## config.mk

```make
export PLATFORM = sky130hd
export DESIGN_NAME = rr_dispatch
export DESIGN_NICKNAME = d
export VERILOG_FILES = /design/src/rtl/rr_dispatch.sv
export SDC_FILE = /design/constraint.sdc
export NUM_CORES = 1
export LEC_CHECK = 0
export CAP_MARGIN = 20
export CORE_UTILIZATION = 50
export DETAILED_ROUTE_END_ITERATION = 8
export GPL_TIMING_DRIVEN = 0
export PLACE_DENSITY = 0.84
export REMOVE_ABC_BUFFERS = 1
export SETUP_SLACK_MARGIN = 0.3
export SYNTH_ARGS = -nofsm -noshare
export SYNTH_HDL_FRONTEND = slang
export SYNTH_SLANG_ARGS = --single-unit
```

## constraint.sdc

```tcl
create_clock -name clk -period 4.1 [get_ports clk]
set_input_delay 0.41 -clock clk [delete_from_list [all_inputs] [get_ports clk]]
set_output_delay 0.41 -clock clk [all_outputs]
set_load 0.05 [all_outputs]
```

## src/rtl/rr_dispatch.sv

```systemverilog
// Round-robin 1-to-N dispatcher: one valid/ready stream spread over N ports,
// each port backed by a one-entry output register.
module rr_dispatch #(
  parameter int N = 4,
  parameter int W = 32
) (
  input  logic           clk,
  input  logic           rst_n,
  input  logic [N-1:0]   init_pri,
  input  logic           s_valid,
  output logic           s_ready,
  input  logic [W-1:0]   s_data,
  output logic [N-1:0]   m_valid,
  input  logic [N-1:0]   m_ready,
  output logic [N*W-1:0] m_data
);

  logic [N-1:0]        full_q, full_d;
  logic [N-1:0]        ptr_q, ptr_d;
  logic [N-1:0][W-1:0] data_q, data_d;
  logic [N-1:0]        avail, sel;
  logic [2*N-1:0]      avail2, grant2;
  logic                acc, init_ok;

  // A slot draining this cycle counts as free, so it can be reloaded at once.
  assign avail   = ~full_q | m_ready;
  assign s_ready = |avail;
  assign acc     = s_valid & s_ready;

  // Circular search from the pointer: the borrow of the double-width subtract
  // stops at the first available bit at or above the pointer, wrapping via the upper copy.
  assign avail2 = {avail, avail};
  assign grant2 = avail2 & ~(avail2 - {{N{1'b0}}, ptr_q});
  assign sel    = grant2[N-1:0] | grant2[2*N-1:N];

  assign init_ok = (init_pri != '0) && ((init_pri & (init_pri - 1'b1)) == '0);

  always_comb begin
    full_d = full_q & ~m_ready;
    data_d = data_q;
    ptr_d  = ptr_q;
    if (acc) begin
      full_d = full_d | sel;
      ptr_d  = {sel[N-2:0], sel[N-1]};
      for (int i = 0; i < N; i++) begin
        if (sel[i]) data_d[i] = s_data;
      end
    end
  end

  always_ff @(posedge clk) begin
    if (!rst_n) begin
      full_q <= '0;
      data_q <= '0;
      ptr_q  <= init_ok ? init_pri : {{(N-1){1'b0}}, 1'b1};
    end else begin
      full_q <= full_d;
      data_q <= data_d;
      ptr_q  <= ptr_d;
    end
  end

  assign m_valid = full_q;
  assign m_data  = data_q;

endmodule

```

# Word-level counts from Yosys, hierarchy flattened
# Cells that the tools add are included.
dict set report totals {
  out_inout_bits 133
  mem_count 0
  latchBits 0
  elab_cells 31
  mem_bits_ro 0
  register_bits 136
  ramBits 0
}
dict set report classes {
  order_cmp 0
  eq_ne 1
  n_bitwise 10
  muxes 4
  reduce_logical 8
  n_shift 0
  addsub 2
  div 0
  n_mul 0
}
# cell count
set op_table {}
lappend op_table {{2-to-1 mux 4 bit} 4}
lappend op_table {{bitwise OR 4 bit} 3}
lappend op_table {{bitwise AND 4 bit} 2}
lappend op_table {{bitwise AND 8 bit} 1}
lappend op_table {{NOT 4 bit} 2}
lappend op_table {{NOT 8 bit} 1}
lappend op_table {{AND reduction 2 bit} 4}
lappend op_table {{subtractor 8 x 4 -> 8 bit} 1}
lappend op_table {{logical NOT 4 bit} 1}
lappend op_table {{nonzero test 4 bit} 1}
lappend op_table {{OR reduction 4 bit} 1}
lappend op_table {{subtractor 4 x 1 -> 4 bit (second input constant)} 1}
lappend op_table {{inequality test 2 x 1 -> 1 bit (second input constant)} 1}
lappend op_table {{bitwise AND 1 bit} 1}
lappend op_table {{logical AND 1 bit} 1}

# Logic depth before layout (Yosys ltp)
# Gate-level depths: netlist of run 1.
dict set report logic_depth {
  word_depth 8
  ltp_mapped 11
  ltp_nobuf 8
}

# Least setup slack after synthesis of run 1
# No wires, ideal clock.
dict set report synth_timing {
  kind {register -> register}
  startpoint {reg full_q[3], in the netlist m_valid[3]}
  endpoint {reg data_q, in the netlist m_data[94]}
  arrival_ns 2.784
  period_less_slack_ns 2.901
  n_path_buf 2
  path_stages_with_launch 11
  slack_ns 1.199
  path_cell_list {dfxtp_1 > nor2b_1 > inv_1 > ha_1 > or3_1 > and3_4 > or4_4 > buf_6 > buf_6 > nand3_1 > o21ai_2}
}
dict set report synth_between {
  elab_chain_cells 7
  elab_cells_between_ends 9
  classes_between {1 x add/sub; 6 x bitwise; 2 x reduce/logical}
}
# item line_no
set synth_lines {}
lappend synth_lines {{from (decl)} 18} ;# logic [N-1:0] full_q, full_d;
lappend synth_lines {{from (signal assigned)} 57} ;# full_q <= full_d;
lappend synth_lines {{NOT 4 bit (*)} 26} ;# assign avail = ~full_q | m_ready;
lappend synth_lines {{bitwise OR 4 bit (*)} 26}
lappend synth_lines {{subtractor 8 x 4 -> 8 bit} 33} ;# assign grant2 = avail2 & ~(avail2 - {{N{1'b0}}, ptr_q});
lappend synth_lines {{NOT 8 bit} 33}
lappend synth_lines {{bitwise AND 8 bit} 33}
lappend synth_lines {{bitwise OR 4 bit} 34} ;# assign sel = grant2[N-1:0] | grant2[2*N-1:N];
lappend synth_lines {{AND reduction 2 bit (no source line) (*)} n/a}
lappend synth_lines {{to (signal assigned)} 58} ;# data_q <= data_d;
lappend synth_lines {{to (decl)} 20} ;# logic [N-1:0][W-1:0] data_q, data_d;
# Mark *: on every way between the ends. The rest lies on a longest branch, timed or not.
# A chain may end at the register's enable or synchronous reset.

# Final worst setup path of run 1
dict set report layout_timing {
  startpoint {reg full_q[3], in the netlist m_valid[3]}
  endpoint {reg data_q, in the netlist m_data[1]}
}
# The elaborated chain is that of the path after synthesis.

==> flow_metrics.py, run 1 <==
metrics = {
    "floorplan": {
        "die_y_microns": 106.5,
        "start_util_pct": 52.16,
        "io_pins": 176,
        "rows": 37,
        "fp.dieW_microns": 106.5,
        "coreArea_sq_mm": 0.01046,
        "die_area_sq_mm": 0.01134,
    },
    "timing": {
        "finClkSkew_ns": 0.008412,
        "setup_viol": 0,
        "fin_crit_ns": 3.299,
        "hold-worst-slack_ns": 0.4137,
        "slew_headroom_pct": 36.59,
        "period_share_pct": 80.47,
        "worstMarginPinSlew_ns": 0.9481,
        "fmax_mhz": 303.1,
        "rsz0062_at_grt": "no",
        "hold_viol": 0,
        "layout_setup_ws_ns": 0.8006,
        "drv_slew": 0,
    },
    "clock_network": {
        "hold_buffers": 0,
        "h-tree-depth": 4,
        "path_clk_slew_ns": 0.07,
        "cts_sinks": 136,
        "cts_tree": "built",
        "clk_latency_ns": 0.50,
        "cts_made_buffers": 17,
        "clockBufferDepth": 2,
        "ctsResizeCount": 0,
        "cts_root_buf": "clkbuf_8",
        "cts_setup_buffers": 0,
    },
    "route": {
        "routed_via_density": 5.292,
        "wirelength_microns": 13970,
        "drc": 0,
        "ant_nets": 0,
        "vias": 4625,
        "dr.pass1.iters": 7,
        "drt-initial-drc-count": 247,
        "wl_per_cell_microns": 15.98,
    },
    "place": {
        "gp_congestion": 0.8883,
        "dpl-instance-area_sq_mm": 0.007207,
        "pre_cts_ws_ns": 0.3316,
        "dp_hpwl_microns": 9632,
        "io_buffer_count": 175,
    },
    "critical_path": {
        "cp_max_fo": 14,
        "cp-start-kind": "flop",
        "reg2reg_from": "m_valid[3]$_SDFF_PN0_",
        "crit_end": "m_data[1]$_SDFFE_PN0P_",
        "worst-endpoint-required_ns": 4.53,
        "startpoint": "m_valid[3]$_SDFF_PN0_",
        "path_class": "reg -> reg",
        "crit_path_end_kind": "flop",
        "regToRegEndpoint": "m_data[1]$_SDFFE_PN0P_",
        "cp.arrival_ns": 3.73,
        "reg2reg_slack_ns": 0.80,
        "r2r_cells": 11,
    },
    "logic_synthesis": {
        "ys.flop_type": "dfxtp_1",
        "syn_inst": 568,
        "synth_top_area_share_pct": 48.42,
        "synth_commonest_cells": "132 x dfxtp_1, 102 x nand2_1, 64 x mux2i_1, 64 x nand3_1, 39 x o21ai_0",
        "synth_area_leaders": "dfxtp_1 48%, mux2i_1 12%, nand2_1 7.0%",
        "yosysWarnings": 0,
        "synth_edf_count": 4,
        "synth_area_leader_cell": "dfxtp_1",
        "synth_cell_types": 46,
        "ys_ff_latch": 136,
        "synthArstFlopShare_pct": 0,
        "avgSynthCellArea_sq_um": 9.609,
        "yosys.cell_count.top_type": "dfxtp_1",
        "ys_seq_area_share_pct": 50.62,
        "syn_area_sq_mm": 0.005458,
    },
    "grt": {
        "grt_max_degree": 103,
        "grt_pass1_vias": 4553,
        "grtUsageMet2_pct": 43.97,
        "busiest_layer": "met2",
        "use_met1_pct": 27.88,
        "grt_util_all_layers_pct": 25.06,
        "grt-ovfl-total": 0,
        "antenna_found_initial": 0,
        "grt_pass1_wl_microns": 22060,
        "use_met3_pct": 6.928,
    },
    "hold_path": {
        "hp-class": "in -> reg",
        "whs_path_depth": 3,
    },
    "layout": {
        "final_area_sq_mm": 0.007775,
        "antenna_cells": 0,
        "fin_util_pct": 74.31,
        "drive_gt1_share_pct": 9.485,
        "area_growth_pct": 42.46,
        "layout.nets": 771,
    },
    "status": {
        "status": "complete, no violations",
    },
    "job": {
        "cap_violations": 0,
    },
    "power": {
        "p_leak_nw": 2.757,
        "power-per-cell-area_mw_per_mm2": 545.3,
        "power_mw": 4.240,
        "peakVddDrop_mv": 0.3149,
    },
}
## metal layers
| layer | part of all wire (%) | vias up | wire length, microns |
|---|---|---|---|
| met1 | 40 | 2161 | 5532 |
| met2 | 52 | 181 | 7212 |
| met5 | 0 | - | 0 |
| met4 | 2.1 | 0 | 289 |
| li1 | - | 2259 | - |
| met3 | 6.7 | 24 | 933 |
## report_power, final
group | internal (mW) | switching [mW] | leakage [nW] | total (mW)
combinational | 0.429 | 0.819 | 1.36 | 1.25
sequential | 1.47 | 0.0792 | 1.12 | 1.55
clock | 0.867 | 0.576 | 0.276 | 1.44
total | 2.77 | 1.47 | 2.76 | 4.24
## cell families (layout without fill, tap and decap cells)
logic type	after synthesis	count (layout)	share of synthesized area [%]
AOI/OAI and AO/OA	88	88	10.68
xor gates and xnor gates	3	3	0.4815
adders and majority gates	3	3	0.6878
buffers and inverters	51	221	5.846
DFF	136	136	50.62
muxes	65	65	11.99
and+or+nand+nor	222	222	19.69
## worst max-delay path, stage by stage, from the launching register on
cell and delay (ns):
dfxtp_1 0.33, nor2b_1 0.43, inv_1 0.13, ha_1 0.40
a31oi_1 0.21, nor2_1 0.09, nor4_2 0.81, buf_6 0.24
buf_4 0.19, buf_4 0.20, nand3_1 0.09, o21ai_0 0.09
## worst min-delay path by stage
| stage | startpoint | end |
|---|---|---|
| after floorplan | rst_n | m_valid[3]$_SDFF_PN0_ |
| after CTS | rst_n | m_data[29]$_SDFFE_PN0P_ |
| after global routing | rst_n | m_valid[3]$_SDFF_PN0_ |
| after detailed placement | m_data[113]$_SDFFE_PN0P_ | m_data[113]$_SDFFE_PN0P_ |
| final | rst_n | m_data[29]$_SDFFE_PN0P_ |
| after global placement | m_data[97]$_SDFFE_PN0P_ | m_data[97]$_SDFFE_PN0P_ |
## through the flow
step | setup TNS (ns) | instances
5_1_grt | 0 | 874
6_report | 0 | 874
2_1_floorplan | -75.62 | 522
3_3_place_gp | -341.29 | 833
3_5_place_dp | 0 | 842
4_1_cts | 0 | 874
## cell usage in the layout, fill, tap and decap left out, types with 3 or more instances in the layout
cell type | synthesis | routed
buf_4 | 0 | 4
dfxtp_1 | 132 | 132
mux2i_1 | 64 | 64
a21oi_1 | 3 | 3
nand2_1 | 102 | 102
nor4b_1 | 3 | 3
o21ai_2 | 16 | 16
edfxtp_1 | 4 | 4
nand3_1 | 64 | 64
nor2b_1 | 35 | 35
o21a_1 | 4 | 3
clkdlybuf4s50_1 | 0 | 174
inv_1 | 5 | 5
ha_1 | 3 | 3
inv_6 | 0 | 6
clkbuf_16 | 0 | 17
o21ai_1 | 15 | 15
nor2_1 | 3 | 3
o21ai_0 | 39 | 39
## layout make-up
type	count	area (sq um)
Fill cell	761	2688
Inverter	5	18.77
Clock inverter	11	107.6
Clock buffer	21	460.4
Tap cell	136	170.2
Multi-Input combinational cell	381	2384
Sequential cell	136	2763
Timing Repair Buffer	184	1872
## sequential cells by signal (all words and copies together) (netlist names)
name / flops
ptr_q: 4
m_valid: 4
m_data: 128
(Power assumes the default switching activity.)
==> inputs of run 2 (changes only) <==
Settings changed: CORE_UTILIZATION 50 to 46, PLACE_DENSITY 0.84 to 0.78.
Clock period 4.1 ns to 3.1 ns, I/O delays scaled along.
==> run 2 against run 1 <==
First-iteration DRC count up 30%. Count of clock-buffer cells in the layout up 2. Maximum frequency is 22% higher. Sequential share of layout area is 0.46 points lower. Final area is 1.3% higher. Clock power grew 22%. Hold slack worse by 0.0099 ns.
==> flow_metrics.py, run 2 (synthesized netlist as in run 1, its figures left out) <==
metrics = {
    "critical_path": {
        "cp_slowest_stage_delay_ns": 0.41,
        "cp-start-kind": "flop",
        "cp.arrival_ns": 3.03,
        "crit_path_cell_trace": "nor2b_4, inv_1, ha_1, or3_1, or2_2, a211oi_4, buf_8, buf_8, mux2i_1",
        "path_class": "reg -> reg",
        "crit_path_top_delay_cell": "or3_1",
        "cp_max_fo": 12,
        "crit_path_end_kind": "flop",
        "worst-endpoint-required_ns": 3.43,
        "critPathMostFrequentCell": "buf_8",
    },
    "timing": {
        "slew_headroom_pct": 55.78,
        "hold_viol": 0,
        "period_share_pct": 87.05,
        "rsz0062_at_grt": "no",
        "worstMarginPinSlew_ns": 0.6633,
        "layout_setup_ws_ns": 0.4014,
        "fin_crit_ns": 2.699,
        "setup_viol": 0,
        "drv_slew": 0,
        "fmax_mhz": 370.6,
        "finClkSkew_ns": 0.004302,
    },
    "floorplan": {
        "die_y_microns": 110.9,
        "rows": 39,
        "io_pins": 176,
        "fp.dieW_microns": 110.9,
        "start_util_pct": 47.59,
        "die_area_sq_mm": 0.01230,
        "coreArea_sq_mm": 0.01147,
    },
    "layout": {
        "drive_gt1_share_pct": 11.01,
        "fin_util_pct": 68.69,
        "area_growth_pct": 44.31,
        "largest_reg_flops": 128,
        "final_cell_mix": "174 x clkdlybuf4s50_1, 132 x dfxtp_1, 102 x nand2_1",
        "regArea_sq_mm": 0.002763,
        "fillers": 851,
        "layout.nets": 778,
        "antenna_cells": 0,
        "final_common_cell": "clkdlybuf4s50_1",
        "multiInputGateArea_sq_mm": 0.002466,
    },
    "route": {
        "drt-initial-drc-count": 321,
        "routed_via_density": 5.288,
        "wl_per_cell_microns": 16.50,
        "wirelength_microns": 14650,
        "ant_nets": 0,
        "vias": 4696,
        "drc": 0,
        "dr.pass1.iters": 6,
    },
    "clock_network": {
        "cts_root_buf": "clkbuf_16",
        "cts_sinks": 136,
        "cts_made_buffers": 17,
        "cts_tree": "built",
        "clk_latency_ns": 0.41,
        "hold_buffers": 0,
        "clockBufferDepth": 2,
        "h-tree-depth": 4,
        "path_clk_slew_ns": 0.06,
    },
    "grt": {
        "grt_util_all_layers_pct": 23.40,
        "grt_pass1_vias": 4433,
        "grt_pass1_wl_microns": 22750,
        "grt_max_degree": 107,
        "grt-ovfl-total": 0,
        "antenna_found_initial": 0,
    },
    "hold_path": {
        "hp-class": "in -> reg",
    },
    "place": {
        "dp_hpwl_microns": 9206,
        "pre_cts_ws_ns": -0.5599,
        "gp_congestion": 0.8671,
        "io_buffer_count": 175,
    },
    "power": {
        "p_leak_nw": 2.784,
        "peakVddDrop_mv": 0.4939,
        "power-per-cell-area_mw_per_mm2": 704.2,
    },
    "status": {
        "status": "complete, no violations",
    },
    "job": {
        "cap_violations": 0,
    },
}
==> run 2: cell count changes in the layout (fill, tap and decap cells not counted), moves of 2 or more <==
cell      delta
clkbuf_1     +2
clkinv_2     +5
nor2b_4      +2
inv_6        -6
or4_4        +3
nor2b_1      -3
buf_4        +3
==> run 2: metrics by stage <==
step	power (mW)	instances	TNS, ns	hold slack (ns)	area [sq um]
after global placement	3.680	840	-483.90	0.4420	7088
after global routing	5.739	888	0	0.4506	7876
final	5.546	888	0	0.4039	7876
after detailed placement	3.740	851	-31.64	0.4476	7247
after CTS	5.550	886	0	0.3975	7825
after floorplan	3.116	522	-141.93	0.4275	5157
==> run 2: power by group <==
part           switching, mW  internal, mW  total (mW)  leakage [nW]
Sequential             0.106          1.95        2.05          1.12
Combinational           1.12         0.609        1.73          1.40
Clock                  0.710          1.05        1.76         0.260
Total                   1.94          3.61        5.55          2.78
==> run 2: final cells by class <==
cell class / instances / share of cell area [%]
Clock buffer: 23 / 5.941
Clock inverter: 9 / 0.6513
Inverter: 5 / 0.2383
Multi-Input combinational cell: 384 / 31.31
Sequential cell: 136 / 35.08
Tap cell: 143 / 2.272
Timing Repair Buffer: 188 / 24.51
==> run 2: timing repair <==
item / CTS / global route
gates cloned: 1 / 2
pin swaps: 3 / 2
gates resized for setup: 5 / 10
buffers inserted: 2 / 0
setup endpoints to repair: 114 / 65
==> run 2: final timing paths <==
path                                 start                        to  slack (ns)  cells past startpoint
setup / recovery     m_valid[3]$_SDFF_PN0_  m_data[108]$_SDFFE_PN0P_        0.40                      9
hold / removal                       rst_n     m_valid[0]$_SDFF_PN0_        0.40                      2
setup reg to reg     m_valid[3]$_SDFF_PN0_  m_data[108]$_SDFFE_PN0P_        0.40                      9
hold reg to reg   m_data[103]$_SDFFE_PN0P_  m_data[103]$_SDFFE_PN0P_        0.45                      2
==> run 2: routing by layer <==
| layer | routed length, microns | part of all wire, % | vias to the layer above | track usage (%) |
|---|---|---|---|---|
| li1 | - | - | 2290 | - |
| met1 | 6264 | 43 | 2206 | 27.65 |
| met2 | 7039 | 48 | 173 | 39.30 |
| met3 | 1072 | 7.3 | 27 | 7.162 |
| met4 | 274 | 1.9 | 0 | 9.778 |
| met5 | 0 | 0 | - | 0 |
==> run 2: critical path, delay by kind of cell, from the launching register on <==
| kind | cells | cell delay, ns |
|---|---|---|
| compound gates | 1 | 0.29 |
| mux | 1 | 0.22 |
| flops | 1 | 0.36 |
| fa+ha+maj | 1 | 0.23 |
| simple gates | 3 | 0.99 |
| buf+inv | 3 | 0.50 |
